**src/rtl/keypad_scan_debounce.sv**
```systemverilog
// Matrix keypad scanner: one-cold column drive, synchronised active-low rows,
// press/release debounce with first-key lock, optional auto-repeat and key history.
module keypad_scan_debounce #(
    parameter int NROWS        = 4,
    parameter int NCOLS        = 4,
    parameter int SCAN_CYCLES  = 1000,
    parameter int DEBOUNCE     = 50000,
    parameter int REPEAT_DELAY = 500000,
    parameter int REPEAT_RATE  = 100000,
    parameter int NDIGITS      = 2,
    localparam int KW          = $clog2(NROWS * NCOLS)
) (
    input  logic                   clk,
    input  logic                   reset,
    input  logic                   repeat_en,
    input  logic [NROWS-1:0]       rows,
    output logic [NCOLS-1:0]       cols,
    output logic [KW-1:0]          key_code,
    output logic                   key_valid,
    output logic                   key_held,
    output logic [NDIGITS*KW-1:0]  history
);

    localparam int RW    = (NROWS > 1) ? $clog2(NROWS) : 1;
    localparam int CW    = (NCOLS > 1) ? $clog2(NCOLS) : 1;
    localparam int SCW   = $clog2(SCAN_CYCLES + 1);
    localparam int DBW   = $clog2(DEBOUNCE + 1);
    localparam int RPMAX = (REPEAT_DELAY > REPEAT_RATE) ? REPEAT_DELAY : REPEAT_RATE;
    localparam int RPW   = $clog2(RPMAX + 1);

    typedef enum logic [1:0] {
        S_SCAN       = 2'd0,
        S_PRESS_DB   = 2'd1,
        S_HELD       = 2'd2,
        S_RELEASE_DB = 2'd3
    } state_t;

    state_t                 state_reg, state_next;
    logic [NROWS-1:0]       sync1_reg, sync2_reg;
    logic [CW-1:0]          col_idx_reg, col_next;
    logic [RW-1:0]          row_idx_reg, first_row;
    logic [SCW-1:0]         scan_cnt_reg;
    logic [DBW-1:0]         db_cnt_reg;
    logic [RPW-1:0]         rep_cnt_reg;
    logic                   rep_armed_reg;
    logic [KW-1:0]          key_code_reg, new_code, push_code;
    logic                   key_valid_reg;
    logic [NDIGITS*KW-1:0]  history_reg, history_next;
    logic                   any_low, row_low, scan_last, db_last, rep_hit, accept, push;

    // Lowest-index low row wins when several rows are low on the sampled column.
    always_comb begin
        first_row = '0;
        for (int i = NROWS - 1; i >= 0; i--) begin
            if (!sync2_reg[i]) first_row = RW'(i);
        end
    end

    assign any_low   = ~&sync2_reg;
    assign row_low   = ~sync2_reg[row_idx_reg];
    assign scan_last = (scan_cnt_reg == SCW'(SCAN_CYCLES - 1));
    assign db_last   = (db_cnt_reg == DBW'(DEBOUNCE - 1));
    assign rep_hit   = repeat_en && row_low &&
                       (rep_cnt_reg == (rep_armed_reg ? RPW'(REPEAT_RATE - 1) : RPW'(REPEAT_DELAY - 1)));
    assign accept    = (state_reg == S_PRESS_DB) && row_low && db_last;
    assign push      = accept || ((state_reg == S_HELD) && rep_hit);
    assign new_code  = KW'(row_idx_reg) * KW'(NCOLS) + KW'(col_idx_reg);
    assign push_code = accept ? new_code : key_code_reg;
    assign col_next  = (col_idx_reg == CW'(NCOLS - 1)) ? '0 : col_idx_reg + CW'(1);

    genvar gi;
    generate
        for (gi = 0; gi < NCOLS; gi++) begin : g_cols
            assign cols[gi] = (col_idx_reg != CW'(gi));
        end
        for (gi = 0; gi < NDIGITS; gi++) begin : g_hist
            if (gi == 0) begin : g_head
                assign history_next[KW-1:0] = push_code;
            end else begin : g_tail
                assign history_next[gi*KW +: KW] = history_reg[(gi-1)*KW +: KW];
            end
        end
    endgenerate

    always_ff @(posedge clk) begin
        if (reset) state_reg <= S_SCAN;
        else       state_reg <= state_next;
    end

    always_comb begin
        state_next = state_reg;
        case (state_reg)
            S_SCAN:       if (scan_last && any_low) state_next = S_PRESS_DB;
            S_PRESS_DB:   if (!row_low) state_next = S_SCAN;
                          else if (db_last) state_next = S_HELD;
            S_HELD:       if (!row_low) state_next = S_RELEASE_DB;
            S_RELEASE_DB: if (row_low) state_next = S_HELD;
                          else if (db_last) state_next = S_SCAN;
            default:      state_next = S_SCAN;
        endcase
    end

    always_comb begin
        key_held  = (state_reg == S_HELD) || (state_reg == S_RELEASE_DB);
        key_valid = key_valid_reg;
        key_code  = key_code_reg;
        history   = history_reg;
    end

    // Counters are cleared on every exit from their state, so none can run past its limit.
    always_ff @(posedge clk) begin
        if (reset) begin
            sync1_reg     <= '1;
            sync2_reg     <= '1;
            col_idx_reg   <= '0;
            row_idx_reg   <= '0;
            scan_cnt_reg  <= '0;
            db_cnt_reg    <= '0;
            rep_cnt_reg   <= '0;
            rep_armed_reg <= 1'b0;
            key_code_reg  <= '0;
            key_valid_reg <= 1'b0;
            history_reg   <= '0;
        end else begin
            sync1_reg     <= rows;
            sync2_reg     <= sync1_reg;
            key_valid_reg <= push;
            if (push) begin
                key_code_reg <= push_code;
                history_reg  <= history_next;
            end
            case (state_reg)
                S_SCAN: begin
                    if (scan_last) begin
                        scan_cnt_reg <= '0;
                        if (any_low) begin
                            row_idx_reg <= first_row;
                            db_cnt_reg  <= DBW'(1);
                        end else begin
                            col_idx_reg <= col_next;
                        end
                    end else begin
                        scan_cnt_reg <= scan_cnt_reg + SCW'(1);
                    end
                end
                S_PRESS_DB: begin
                    rep_cnt_reg   <= '0;
                    rep_armed_reg <= 1'b0;
                    if (!row_low || db_last) db_cnt_reg <= '0;
                    else                     db_cnt_reg <= db_cnt_reg + DBW'(1);
                end
                S_HELD: begin
                    if (!row_low) begin
                        db_cnt_reg    <= DBW'(1);
                        rep_cnt_reg   <= '0;
                        rep_armed_reg <= 1'b0;
                    end else if (!repeat_en) begin
                        rep_cnt_reg   <= '0;
                        rep_armed_reg <= 1'b0;
                    end else if (rep_hit) begin
                        rep_cnt_reg   <= '0;
                        rep_armed_reg <= 1'b1;
                    end else begin
                        rep_cnt_reg   <= rep_cnt_reg + RPW'(1);
                    end
                end
                S_RELEASE_DB: begin
                    if (row_low) begin
                        db_cnt_reg <= '0;
                    end else if (db_last) begin
                        db_cnt_reg  <= '0;
                        col_idx_reg <= col_next;
                    end else begin
                        db_cnt_reg <= db_cnt_reg + DBW'(1);
                    end
                end
                default: ;
            endcase
        end
    end

endmodule

```
**config.mk**
```make
export PLATFORM = sky130hd
export DESIGN_NAME = keypad_scan_debounce
export DESIGN_NICKNAME = d
export VERILOG_FILES = /design/src/rtl/keypad_scan_debounce.sv
export SDC_FILE = /design/constraint.sdc
export NUM_CORES = 1
export LEC_CHECK = 0
export CAP_MARGIN = 10
export CORE_MARGIN = 3
export CORE_UTILIZATION = 58
export CTS_CLUSTER_DIAMETER = 200
export DETAILED_ROUTE_END_ITERATION = 10
export GPL_ROUTABILITY_DRIVEN = 0
export PLACE_DENSITY = 0.89
export REMOVE_ABC_BUFFERS = 1
export SYNTH_ARGS = -nofsm -noshare
export SYNTH_HDL_FRONTEND = slang
export SYNTH_SLANG_ARGS = --single-unit
```
**constraint.sdc**
```tcl
create_clock -name clk -period 2.91 [get_ports clk]
set_input_delay 0.582 -clock clk [delete_from_list [all_inputs] [get_ports clk]]
set_output_delay 0.582 -clock clk [all_outputs]
set_load 0.1 [all_outputs]
```
==> impl_metrics.toml, run 1 <==
[yosys]
asyncSetResetFlopFracSynth_pct = 0
synth_edf_count = 0
dominant_combinational_cell_family_by_area_after_synthesis = "simple AND/OR/NAND/NOR gates"
syn_avg_cell_area_um2 = 8.78
synth.yosys.seq_area_share_pct = 40.2
synth_seq_cells = 69
synth_flop_cell = "dfxtp_1"
syn_inst = 391
synth.top_cell.area_share_pct = 40.2
synth_top_area_cell = "dfxtp_1"
synth.top_cells.by_area = "dfxtp_1 (40%), xnor2_1 (4.3%), nor3_1 (4.1%)"
synth_compound_gate_area_share_pct = 8.89
synthesis.yosys.warnings = 0
area_share_of_fa_ha_maj_cells_after_synthesis_pct = 4.01
synthesis.area_um2 = 3430
yosys.cell_types.count = 48
synthXorXnorAreaFrac_pct = 8.16
synthMuxAreaShare_pct = 3.86
synth-simple-area-share_pct = 30.4

[sta]
min_period_over_period_pct = 85.7
finalWorstPathRequiredPeriod_ns = 2.49
hold_viol = 0
post-route-worst-setup-slack_ns = 0.415
worst-slew-pin-transition_ns = 0.702
finalSetupTns_ns = 0
unrepaired_setup_endpoints_after_global_routing = "no"
max_freq_mhz = 401
final-max-slew-violation-count = 0
final-setup-viol-count = 0
timing.clock.skew_ns = 0.00894
relSlewSlack_pct = 53.1

[clocking]
cts.repair_timing.setup_buffer_count = 0
clock-root-buffer = "clkbuf_8"
cts_buffers = 9
clkLatencyLatePin_ns = 0.35
clk_transition_reported_paths_ns = 0.07
clkSinkCount = 69
count_of_instances_resized_after_the_clock_tree_is_built = 0
tritoncts = "done"
cts_htree_levels = 3
post_cts_hold_buffer_count = 0
max_clock_buf_depth = 2

[power_and_ir_drop]
power-per-cell-area_nw_per_um2 = 641
power.share.sequential_pct = 42.5
total_power_w = 0.00247
cellLeakagePower_nw = 1.41
vdd.ir_drop.worst_mv = 0.476
p_comb_share_pct = 23.5
internal_power_w = 0.00163
p_sw_share_pct = 33.8
total_switching_power_w = 0.000835
clock_power_share_pct = 34.0

[worst_setup_path]
criticalPathCategory = "reg -> reg"
critPathLaunchType = "register"
timing.critical_path.mode_cell = "inv_1"
critPathBufInv = 2
critical-path-top-delay-family = "simple AND/OR/NAND/NOR gates"
worstPathMaxFanout = 16
cpPeakStageDelay_ns = 0.56
slack_of_the_worst_reg_to_reg_path_ns = 0.42
critical-path-slowest-cell = "or4_1"
cp_data_arrival_time_ns = 2.76
series_of_cell_instances_along_the_critical_path = "inv_1, ha_1, inv_1, a41oi_4, or2_1, or4_1, a211oi_1"
crit_path_end_kind = "register"
critical_path_rt_ns = 3.17

[flow_run]
cap_viol_max_count = 0

[cells_and_area]
area_delta_synth_final_pct = 12.2
multiInputGateArea_um2 = 1900
largest_reg_flops = 19
final_layout_size_suffix_gt1_share_pct = 13.6
utilization_pct = 68.7
finish.net_count = 426
antenna_cells = 0
postLayoutCellArea_um2 = 3850
layout.area.seq_um2 = 1380
fillerInstances = 435

[grt]
grt_util_all_layers_pct = 21.4
globalRouteOverflowTotal = 0
grt_start_max_net_pins = 30
grt_first_pass_wirelength_mm = 12.3
vias_in_the_first_global_route = 2737
grt_antenna_before_repair = 0

[drt]
via_count = 2865
vias_per_cell = 5.91
drtPass1Iterations = 4
routedWlPerCell_um = 14.6
totalWireLength_mm = 7.06
drc = 0
drt_iter0_drc = 215
drt.antenna.violating_nets = 0

[die]
die_ar_um2 = 6880
die_y_um = 83.0
die-width_um = 83.0
starting_density_of_the_core_pct = 61.2
core_area_um2 = 5610
placement_rows = 27
num_io_pins = 25

[placed_design]
dpl_worst_slack_ns = 0.476
total_placed_instance_area_um2 = 3630
port-buffer-count = 24
dp.final_hpwl_mm = 5.00

[hold_path]
worst_hold_path_type = "reg -> reg"

[status]
run_status = "finished clean"
[kinds of logic (layout without fill, tap and decap cells)]
logic type	Yosys count	after routing
and+or+nand+nor	188	188
AOI/OAI and AO/OA	45	45
xor gates and xnor gates	32	32
DFF	69	69
adders and majority gates	11	11
buffers and inverters	34	56
muxes	12	12
[area by class of cell]
| class | instances | share of cell area (%) |
|---|---|---|
| clock inverters | 4 | 1.40 |
| clock buffers | 12 | 4.29 |
| repair buffers | 27 | 5.52 |
| inverters | 13 | 1.27 |
| flip-flops and latches | 69 | 35.9 |
| well taps | 72 | 2.34 |
| multi-input cells | 288 | 49.3 |
[path summary, 6_finish.rpt]
| check | startpoint | depth (start not counted) | endpoint |
|---|---|---|---|
| worst min register to register | sync1_reg[2] | 1 | sync2_reg[2] |
| worst max register to register | state_reg[0] | 7 | db_cnt_reg[15] |
| worst max-delay path | state_reg[0] | 7 | db_cnt_reg[15] |
| worst min-delay path | sync1_reg[2] | 1 | sync2_reg[2] |
[worst register-to-register path, cell delays in order (launching register included)]
cell	delay, ns
dfxtp_1	0.43
inv_1	0.09
ha_1	0.33
inv_1	0.23
a41oi_4	0.09
or2_1	0.44
or4_1	0.56
a211oi_1	0.24
[power by group through the flow]
stage / clock, W / sequential, W / combinational [W]
after floorplan: 0 / 0.00105 / 0.000431
after global routing: 0.000893 / 0.00105 / 0.000631
final: 0.000840 / 0.00105 / 0.000580
after global placement: 0 / 0.00106 / 0.000558
after CTS: 0.000853 / 0.00105 / 0.000578
after detailed placement: 0 / 0.00107 / 0.000573
[layout by cell type (no fill, tap or decap), drive strengths merged, types with 3 or more instances in the layout]
cell type | synthesis | final
a211oi | 3 | 3
nor3 | 28 | 28
or2 | 11 | 11
nand2b | 8 | 8
buf | 7 | 22
ha | 11 | 11
nor4 | 7 | 7
inv | 13 | 14
clkdlybuf4s50 | 0 | 5
or4 | 6 | 6
nand3 | 15 | 15
clkbuf | 14 | 12
o21ai | 9 | 9
a21oi | 13 | 13
and4 | 8 | 8
xnor2 | 17 | 17
a31oi | 9 | 9
nand4 | 17 | 17
nand2 | 30 | 30
o21a | 3 | 3
xor2 | 15 | 15
mux2i | 11 | 11
dfxtp | 69 | 69
and3 | 7 | 7
nor2 | 31 | 31
nor4b | 5 | 5
or3 | 3 | 3
[Yosys cell counts, types with 2 or more instances]
master    instances
clkbuf_1         13
buf_4             6
and3_1            7
or3_1             3
nor4b_1           5
mux2i_1          11
nand2b_1          8
nand4b_1          2
o21ai_0           9
xor2_1           15
xnor2_1          17
o21a_1            3
nor4bb_1          2
nand3_1          15
ha_1             11
a21oi_1          13
a31oi_1           8
and4_1            8
or2_1             2
nor2_1           31
or2_2             9
nand2_1          30
a211oi_1          3
nor3_1           28
or4_1             6
or3b_2            2
inv_1            13
dfxtp_1          69
nand4_1          17
nor4_1            7
[metrics by stage]
stage	hold slack [ns]	cells
after detailed placement	0.395	469
after global routing	0.419	485
after global placement	0.393	469
after floorplan	0.389	370
after CTS	0.414	485
final	0.410	485
[metal layers]
layer | vias up | track usage [%] | wire [um]
li1 | 1445 | - | -
met1 | 1349 | 26.0 | 3210
met2 | 57 | 35.3 | 3440
met3 | 14 | 6.75 | 295
met4 | 0 | 8.02 | 118
met5 | - | 0 | 0
Power figures use the tool's default switching activity.
==> inputs of run 2 (changes only) <==
--- a/config.mk
+++ b/config.mk
@@ -16,3 +16,4 @@
 export SYNTH_ARGS = -nofsm -noshare
 export SYNTH_HDL_FRONTEND = slang
 export SYNTH_SLANG_ARGS = --single-unit
+export TNS_END_PERCENT = 10
==> results of run 2 <==
No change in the layout: final DEF, timing and power equal those of run 1.
==> inputs of run 3 (changes only) <==
--- a/config.mk
+++ b/config.mk
@@ -5,7 +5,6 @@
 export SDC_FILE = /design/constraint.sdc
 export NUM_CORES = 1
 export LEC_CHECK = 0
-export CAP_MARGIN = 10
 export CORE_MARGIN = 3
 export CORE_UTILIZATION = 58
 export CTS_CLUSTER_DIAMETER = 200
@@ -16,4 +15,4 @@
 export SYNTH_ARGS = -nofsm -noshare
 export SYNTH_HDL_FRONTEND = slang
 export SYNTH_SLANG_ARGS = --single-unit
-export TNS_END_PERCENT = 10
+export TNS_END_PERCENT = 20
==> results of run 3 <==
No change in the layout: final DEF, timing and power equal those of run 1.
